--- src/rtl/keypad_pkg.sv ---
// ----------------------------------------------------------------------------
// keypad_pkg
// Shared definitions for the 4x4 keypad matrix emulator and its scanner benches:
// matrix dimensions, key index field layout, FSM state encoding and a one-hot
// line decode helper.
// ----------------------------------------------------------------------------
package keypad_pkg;

  localparam int ROWS = 4;
  localparam int COLS = 4;

  // Key index layout: row in the upper two bits, column in the lower two.
  localparam int KEY_ROW_MSB = 3;
  localparam int KEY_ROW_LSB = 2;
  localparam int KEY_COL_MSB = 1;
  localparam int KEY_COL_LSB = 0;

  typedef logic [3:0] key_t;

  typedef enum logic [1:0] {
    ST_IDLE       = 2'd0,
    ST_BOUNCE_IN  = 2'd1,
    ST_HOLD       = 2'd2,
    ST_BOUNCE_OUT = 2'd3
  } kp_state_t;

  function automatic logic [1:0] key_row(input key_t key);
    key_row = key[KEY_ROW_MSB:KEY_ROW_LSB];
  endfunction

  function automatic logic [1:0] key_col(input key_t key);
    key_col = key[KEY_COL_MSB:KEY_COL_LSB];
  endfunction

  // One-hot decode of a 2-bit line index; rows and columns share the width.
  function automatic logic [ROWS-1:0] row_onehot(input logic [1:0] idx);
    row_onehot      = '0;
    row_onehot[idx] = 1'b1;
  endfunction

endpackage

--- src/rtl/keypad_bounce_timer.sv ---
// ----------------------------------------------------------------------------
// keypad_bounce_timer
// Step/phase counter that paces contact bounce. A start pulse begins phase 0;
// every BOUNCE_STEP cycles the phase index advances until BOUNCE_N phases have
// elapsed. Used once for make bounce and again for break bounce.
//
// Ports:
//   clk_50    in   system clock
//   rst_n     in   asynchronous reset, active-low
//   start     in   begin phase 0 at this edge
//   abort     in   stop and clear, wins over start
//   phase_odd out  parity of the phase that is in effect after the coming edge
//   last_end  out  high in the final cycle of the final phase
// ----------------------------------------------------------------------------
module keypad_bounce_timer #(
  parameter int BOUNCE_STEP = 4,
  parameter int BOUNCE_N    = 3
) (
  input  logic clk_50,
  input  logic rst_n,
  input  logic start,
  input  logic abort,
  output logic phase_odd,
  output logic last_end
);

  localparam int STEP_W  = $clog2(BOUNCE_STEP + 1);
  localparam int PH_W    = ($clog2(BOUNCE_N + 1) < 1) ? 1 : $clog2(BOUNCE_N + 1);
  localparam int LAST_PH = (BOUNCE_N > 0) ? BOUNCE_N - 1 : 0;

  logic              running;
  logic [STEP_W-1:0] step_cnt;
  logic [PH_W-1:0]   phase_idx;
  logic              step_last;
  logic              phase_last;

  assign step_last  = (step_cnt == STEP_W'(BOUNCE_STEP - 1));
  assign phase_last = (phase_idx == PH_W'(LAST_PH));
  assign last_end   = running & step_last & phase_last;

  // Look one edge ahead so the owner can register contact for the next phase.
  assign phase_odd  = (running & step_last) ? ~phase_idx[0] : phase_idx[0];

  // NOTE: sequential state uses non-blocking assignments so every register
  // samples pre-edge values regardless of statement order.
  always_ff @(posedge clk_50 or negedge rst_n) begin
    if (!rst_n) begin
      running   <= 1'b0;
      step_cnt  <= '0;
      phase_idx <= '0;
    end else if (abort) begin
      running   <= 1'b0;
      step_cnt  <= '0;
      phase_idx <= '0;
    end else if (start) begin
      running   <= 1'b1;
      step_cnt  <= '0;
      phase_idx <= '0;
    end else if (running) begin
      if (step_last) begin
        step_cnt <= '0;
        if (phase_last) begin
          running   <= 1'b0;
          phase_idx <= '0;
        end else begin
          phase_idx <= phase_idx + PH_W'(1);
        end
      end else begin
        step_cnt <= step_cnt + STEP_W'(1);
      end
    end
  end

endmodule

--- src/rtl/keypad_matrix_emulator.sv ---
// ----------------------------------------------------------------------------
// keypad_matrix_emulator
// Keypad side of a 4x4 row/column scan matrix. A command "presses" one key for
// a programmed hold time, optionally with deterministic make/break bounce, and
// col answers the scanner's row drive as a real switch closure would.
//
// Ports:
//   clk_50     in   system clock
//   rst_n      in   asynchronous reset, active-low
//   cmd_valid  in   press request
//   cmd_ready  out  high in IDLE; accept on cmd_valid & cmd_ready
//   cmd_key    in   key index {row[1:0], col[1:0]}
//   cmd_hold   in   stable-closed cycles (0 behaves as 1)
//   cmd_bounce in   enable bounce for this press
//   cmd_abort  in   release immediately, overrides every transition
//   row        in   row drive from scanner, active-high
//   col        out  column sense to scanner, active-high
//   contact    out  current switch closure
//   busy       out  press in progress
//   done       out  one-cycle pulse on normal completion
// ----------------------------------------------------------------------------
module keypad_matrix_emulator
  import keypad_pkg::*;
#(
  parameter int BOUNCE_STEP = 4,
  parameter int BOUNCE_N    = 3,
  parameter int HOLD_W      = 24
) (
  input  logic              clk_50,
  input  logic              rst_n,
  input  logic              cmd_valid,
  output logic              cmd_ready,
  input  logic [3:0]        cmd_key,
  input  logic [HOLD_W-1:0] cmd_hold,
  input  logic              cmd_bounce,
  input  logic              cmd_abort,
  input  logic [ROWS-1:0]   row,
  output logic [COLS-1:0]   col,
  output logic              contact,
  output logic              busy,
  output logic              done
);

  localparam bit HAS_BOUNCE = (BOUNCE_N > 0);

  kp_state_t         state;
  key_t              key_q;
  logic              bounce_en;
  logic [HOLD_W-1:0] hold_cnt;

  logic              accept;
  logic              use_bounce;
  logic              hold_end;
  logic              timer_start;
  logic              phase_odd;
  logic              last_end;
  logic [HOLD_W-1:0] hold_init;

  assign cmd_ready  = (state == ST_IDLE);
  assign busy       = (state != ST_IDLE);
  assign accept     = cmd_valid & cmd_ready & ~cmd_abort;
  assign use_bounce = cmd_bounce & HAS_BOUNCE;
  assign hold_end   = (state == ST_HOLD) && (hold_cnt == '0);

  // The hold counter holds "cycles remaining minus one", so a zero request
  // and a one request both give a single closed cycle.
  assign hold_init  = (cmd_hold == '0) ? '0 : cmd_hold - HOLD_W'(1);

  // One timer serves both bounce windows: make bounce starts on accept,
  // break bounce starts when the hold runs out.
  assign timer_start = (accept & use_bounce) | (hold_end & bounce_en);

  keypad_bounce_timer #(
    .BOUNCE_STEP (BOUNCE_STEP),
    .BOUNCE_N    (BOUNCE_N)
  ) u_bounce_timer (
    .clk_50    (clk_50),
    .rst_n     (rst_n),
    .start     (timer_start),
    .abort     (cmd_abort),
    .phase_odd (phase_odd),
    .last_end  (last_end)
  );

  always_ff @(posedge clk_50 or negedge rst_n) begin
    if (!rst_n) begin
      state     <= ST_IDLE;
      key_q     <= '0;
      bounce_en <= 1'b0;
      hold_cnt  <= '0;
      contact   <= 1'b0;
      done      <= 1'b0;
    end else begin
      done <= 1'b0;
      if (cmd_abort) begin
        state    <= ST_IDLE;
        hold_cnt <= '0;
        contact  <= 1'b0;
      end else begin
        case (state)
          ST_IDLE: begin
            if (accept) begin
              key_q     <= cmd_key;
              bounce_en <= use_bounce;
              hold_cnt  <= hold_init;
              // Make bounce opens on a closed phase, so contact closes either way.
              contact   <= 1'b1;
              state     <= use_bounce ? ST_BOUNCE_IN : ST_HOLD;
            end
          end
          ST_BOUNCE_IN: begin
            if (last_end) begin
              state   <= ST_HOLD;
              contact <= 1'b1;
            end else begin
              contact <= ~phase_odd;
            end
          end
          ST_HOLD: begin
            if (hold_end) begin
              contact <= 1'b0;
              if (bounce_en) begin
                state <= ST_BOUNCE_OUT;
              end else begin
                state <= ST_IDLE;
                done  <= 1'b1;
              end
            end else begin
              hold_cnt <= hold_cnt - HOLD_W'(1);
            end
          end
          ST_BOUNCE_OUT: begin
            if (last_end) begin
              state   <= ST_IDLE;
              contact <= 1'b0;
              done    <= 1'b1;
            end else begin
              contact <= phase_odd;
            end
          end
          default: begin
            state   <= ST_IDLE;
            contact <= 1'b0;
          end
        endcase
      end
    end
  end

  // Matrix physics: the closed key connects its row line to its column line,
  // so any driven row pattern that includes the key's row shows up on col.
  // NOTE: col gets a default before the conditional assignment so this
  // combinational block cannot infer a latch.
  always_comb begin
    col = '0;
    if (contact && row[key_row(key_q)]) begin
      col = row_onehot(key_col(key_q));
    end
  end

endmodule
--- config.mk ---
export PLATFORM = sky130hd
export DESIGN_NAME = keypad_matrix_emulator
export DESIGN_NICKNAME = d
export VERILOG_FILES = /design/src/rtl/keypad_pkg.sv /design/src/rtl/keypad_bounce_timer.sv /design/src/rtl/keypad_matrix_emulator.sv
export SDC_FILE = /design/constraint.sdc
export NUM_CORES = 1
export LEC_CHECK = 0
export ABC_AREA = 1
export BUFFER_PORTS_ARGS = -buffer_cell sky130_fd_sc_hd__buf_2
export CAP_MARGIN = 10
export CORE_ASPECT_RATIO = 0.8
export CORE_MARGIN = 8
export CORE_UTILIZATION = 40
export CTS_CLUSTER_DIAMETER = 150
export CTS_CLUSTER_SIZE = 10
export DETAILED_ROUTE_END_ITERATION = 10
export GPL_ROUTABILITY_DRIVEN = 1
export PLACE_DENSITY = 0.68
export SLEW_MARGIN = 25
export SYNTH_ARGS = -nofsm -noshare
export SYNTH_HDL_FRONTEND = slang
export SYNTH_SLANG_ARGS = --single-unit
--- constraint.sdc ---
create_clock -name clk_50 -period 3.78 [get_ports clk_50]
set_clock_uncertainty 0.2 [all_clocks]
set_input_delay 0.756 -clock clk_50 [delete_from_list [all_inputs] [get_ports clk_50]]
set_output_delay 0.756 -clock clk_50 [all_outputs]
set_load 0.05 [all_outputs]
==> metrics.md <==
| Metric | Value |
|---|---|
| Clock sink total | 39 |
| Layout cells sized above 1 | 0.147 |
| # nets final | between 600 and 700 |
| Register area share after synthesis | 0.287 |
| DRC viols | 0 |
| Pwr per Cell Area | between 600 and 700 nW/um^2 |
| Syn Std Cell Area | 3400 um^2 |
| Worst slew pin tran | 0.909 ns |
| Number of synthesized register bits | 39 |
| Worst Path Max Fanout | 4 |
| Port Buffers | between 40 and 50 |
| Total Wirelength | between 9 and 10 mm |
| Setup TNS | 0 ns |
| Clk_lat worst skew | roughly 0.3 ns |
| Worst Setup End Kind | output port |
| Maximum vdd drop | about 0.00034 V |
| Wire per inst | between 10 and 15 um |
| DIE AREA | around 12000 um^2 |
| Synth-to-layout area growth | 11.6% |
| Post-CTS setup repair buffer count | 0 |
| Root buffer cell | clkbuf_8 |
| Fmax achieved | about 380 MHz |
| Num CTS Buffers | 5 |
| Worst-path clk slew | ~0.080 ns |
| Vias post-DR | around 3600 |
| Via-to-Cell Ratio | approximately 5 |
| Critical Path RT | approximately 2.8 ns |
| HPWL Detailed | 7.25 mm |
| Pre-antenna DRT Iters | 5 |
| Vias in the first global route | approximately 3400 |
| Cts-stage hold buffer count | 0 |
| Fin. Hold Viols | 0 |
| Slew margin rel. | 0.394 |
| Period utilization | 0.700 |
| Total core area | 8370 um^2 |
| Reg2Reg Setup Slack | roughly 1.6 ns |
| Crit start category | primary input |
| CTS max path bufs | 2 |
| CTS tree | yes |
| Chip height | 98.5 um |
| DIE WIDTH | roughly 120 um |
| Hold_ws | 0.313 ns |
| Diode count | 0 |
| Most frequent cells in the layout | nand2_1 (183), nor2_1 (84), nand3_1 (56), inv_1 (49), buf_2 (44) |
| Tmin final | 2.65 ns |
| Critical path type | in2out |
| # Max-Cap Violations | 0 |
| RSZ-0062 raised after global routing | no |
| Max Slew Vio Count | 0 |
| CP arrival | approximately 1.7 ns |
| Remaining global-route overflow | 0 |
| Initial antenna violation count | 0 |
| # IOs | 45 |
| Leak | ~1.9 nW |
| First-pass GRT wire length | about 16 mm |
| Cell count after synthesis | 548 |
| Commonest non-fill, non-tap cell in the layout | nand2_1 |
| Gr usage total | 0.163 |
| Largest net degree at the start of global routing | 40 |
| # setup viols final | 0 |
| Min-delay worst type | reg2reg |
| CTS H-tree lvls | 2 |
| Status | complete, no violations |
| Post-route ant nets | 0 |
| Post-Syn Nets | a little under 600 |
| Post-CTS resize count | 0 |
| Initial DRC Count | 271 |
| Avg Cell Area, Syn | 6.21 um^2 |
| Starting density of the core | 0.407 |
| Syn. warnings | 0 |
| Cell Rows | 30 |
| Netlist cell types | 33 |
| Final GP Congestion | around 0.87 |
==> cells by family (layout without fill, tap and decap cells) <==
group / after synthesis / after routing / synth area share
compound gates: 56 / 56 / 0.0889
xor+xnor: 12 / 12 / 0.0309
fa+ha+maj: 5 / 5 / 0.0184
buf+inv: 62 / 107 / 0.0772
flops: 39 / 39 / 0.287
mux: 2 / 2 / 0.00625
simple gates: 372 / 372 / 0.492
==> worst paths after layout <==
path / start / endpoint / cells after the start
max: row[0] / col[3] / 6
min: hold_cnt[1]$_DFFE_PN0P_ / hold_cnt[1]$_DFFE_PN0P_ / 2
max reg2reg: state[1]$_DFFE_PN0P_ / hold_cnt[15]$_DFFE_PN0P_ / 7
min reg2reg: hold_cnt[1]$_DFFE_PN0P_ / hold_cnt[1]$_DFFE_PN0P_ / 2
max in group asynchronous: rst_n / state[0]$_DFFE_PN0P_ / 1
min in group asynchronous: rst_n / key_q[3]$_DFFE_PN0P_ / 1
==> state kept, by name, indices dropped and copies added, names as in the netlist <==
name / count
done: 1
u_bounce_timer.step_cnt: 3
u_bounce_timer.running: 1
contact: 1
hold_cnt: 24
bounce_en: 1
state: 2
key_q: 4
u_bounce_timer.phase_idx: 2
==> power by group <==
group          internal (W)  total, W  switching (W)  leakage (nW)
clock network      0.000129  0.000295       0.000166        0.0402
registers          0.000565  0.000756       0.000191         0.508
logic              0.000398   0.00131       0.000912          1.34
total               0.00109   0.00236        0.00127          1.88
==> area by class of cell <==
type / instances / area, um^2
clock buffer: 5 / 68.8
clock inverter: 3 / 20.0
timing repair buffer: 44 / 220
tap: 112 / 140
inverter: 55 / 209
multi-input combinational: 447 / 2170
sequential: 39 / 976
fill: 859 / 4570
==> stage by stage <==
step / cell area, um^2 / util / power (W) / cells / setup slack (ns)
after floorplan: 3400 / - / 0.00175 / 548 / 0.607
after global placement: 3710 / 0.443 / 0.00202 / 697 / 1.17
after detailed placement: 3710 / 0.443 / 0.00205 / 697 / 1.12
after CTS: 3800 / 0.454 / 0.00236 / 705 / 1.12
after global routing: 3800 / 0.454 / 0.00258 / 705 / 1.05
final: 3800 / 0.454 / 0.00236 / 705 / 1.13
==> worst max-delay path: stages <==
cell and delay (ns):
buf_2 0.08, nor2_1 0.04, o32ai_1 0.25, nand2_1 0.14
nor3_1 0.14, buf_2 0.29
==> cell usage after synthesis (all sizes together) <==
cell / count / share of area
nand4: 10 / 0.018
mux2: 1 / 0.0033
xor2: 9 / 0.023
dfrtp: 39 / 0.29
buf: 7 / 0.016
o32ai: 1 / 0.0026
inv: 55 / 0.061
nand3b: 3 / 0.0066
o21a: 1 / 0.0022
a31oi: 1 / 0.0018
nand3: 60 / 0.098
o211ai: 2 / 0.0044
a21oi: 11 / 0.016
and2: 1 / 0.0018
nand2: 187 / 0.21
o21bai: 1 / 0.0022
a21o: 3 / 0.0066
mux2i: 1 / 0.0029
ha: 5 / 0.018
xnor2: 3 / 0.0077
nor2: 103 / 0.14
o21ai: 36 / 0.053
nor3: 8 / 0.015
==> layer usage <==
metal / track usage / share of wire / wire length [um] / up-vias
met5: 0 / 0 / 0 / -
met4: 0.0514 / 0.016 / 147 / 0
met3: 0.0240 / 0.046 / 432 / 13
met2: 0.254 / 0.43 / 4090 / 74
met1: 0.224 / 0.50 / 4730 / 1647
li1: - / - / - / 1846
No activity file was read; power rests on OpenSTA's default activity.
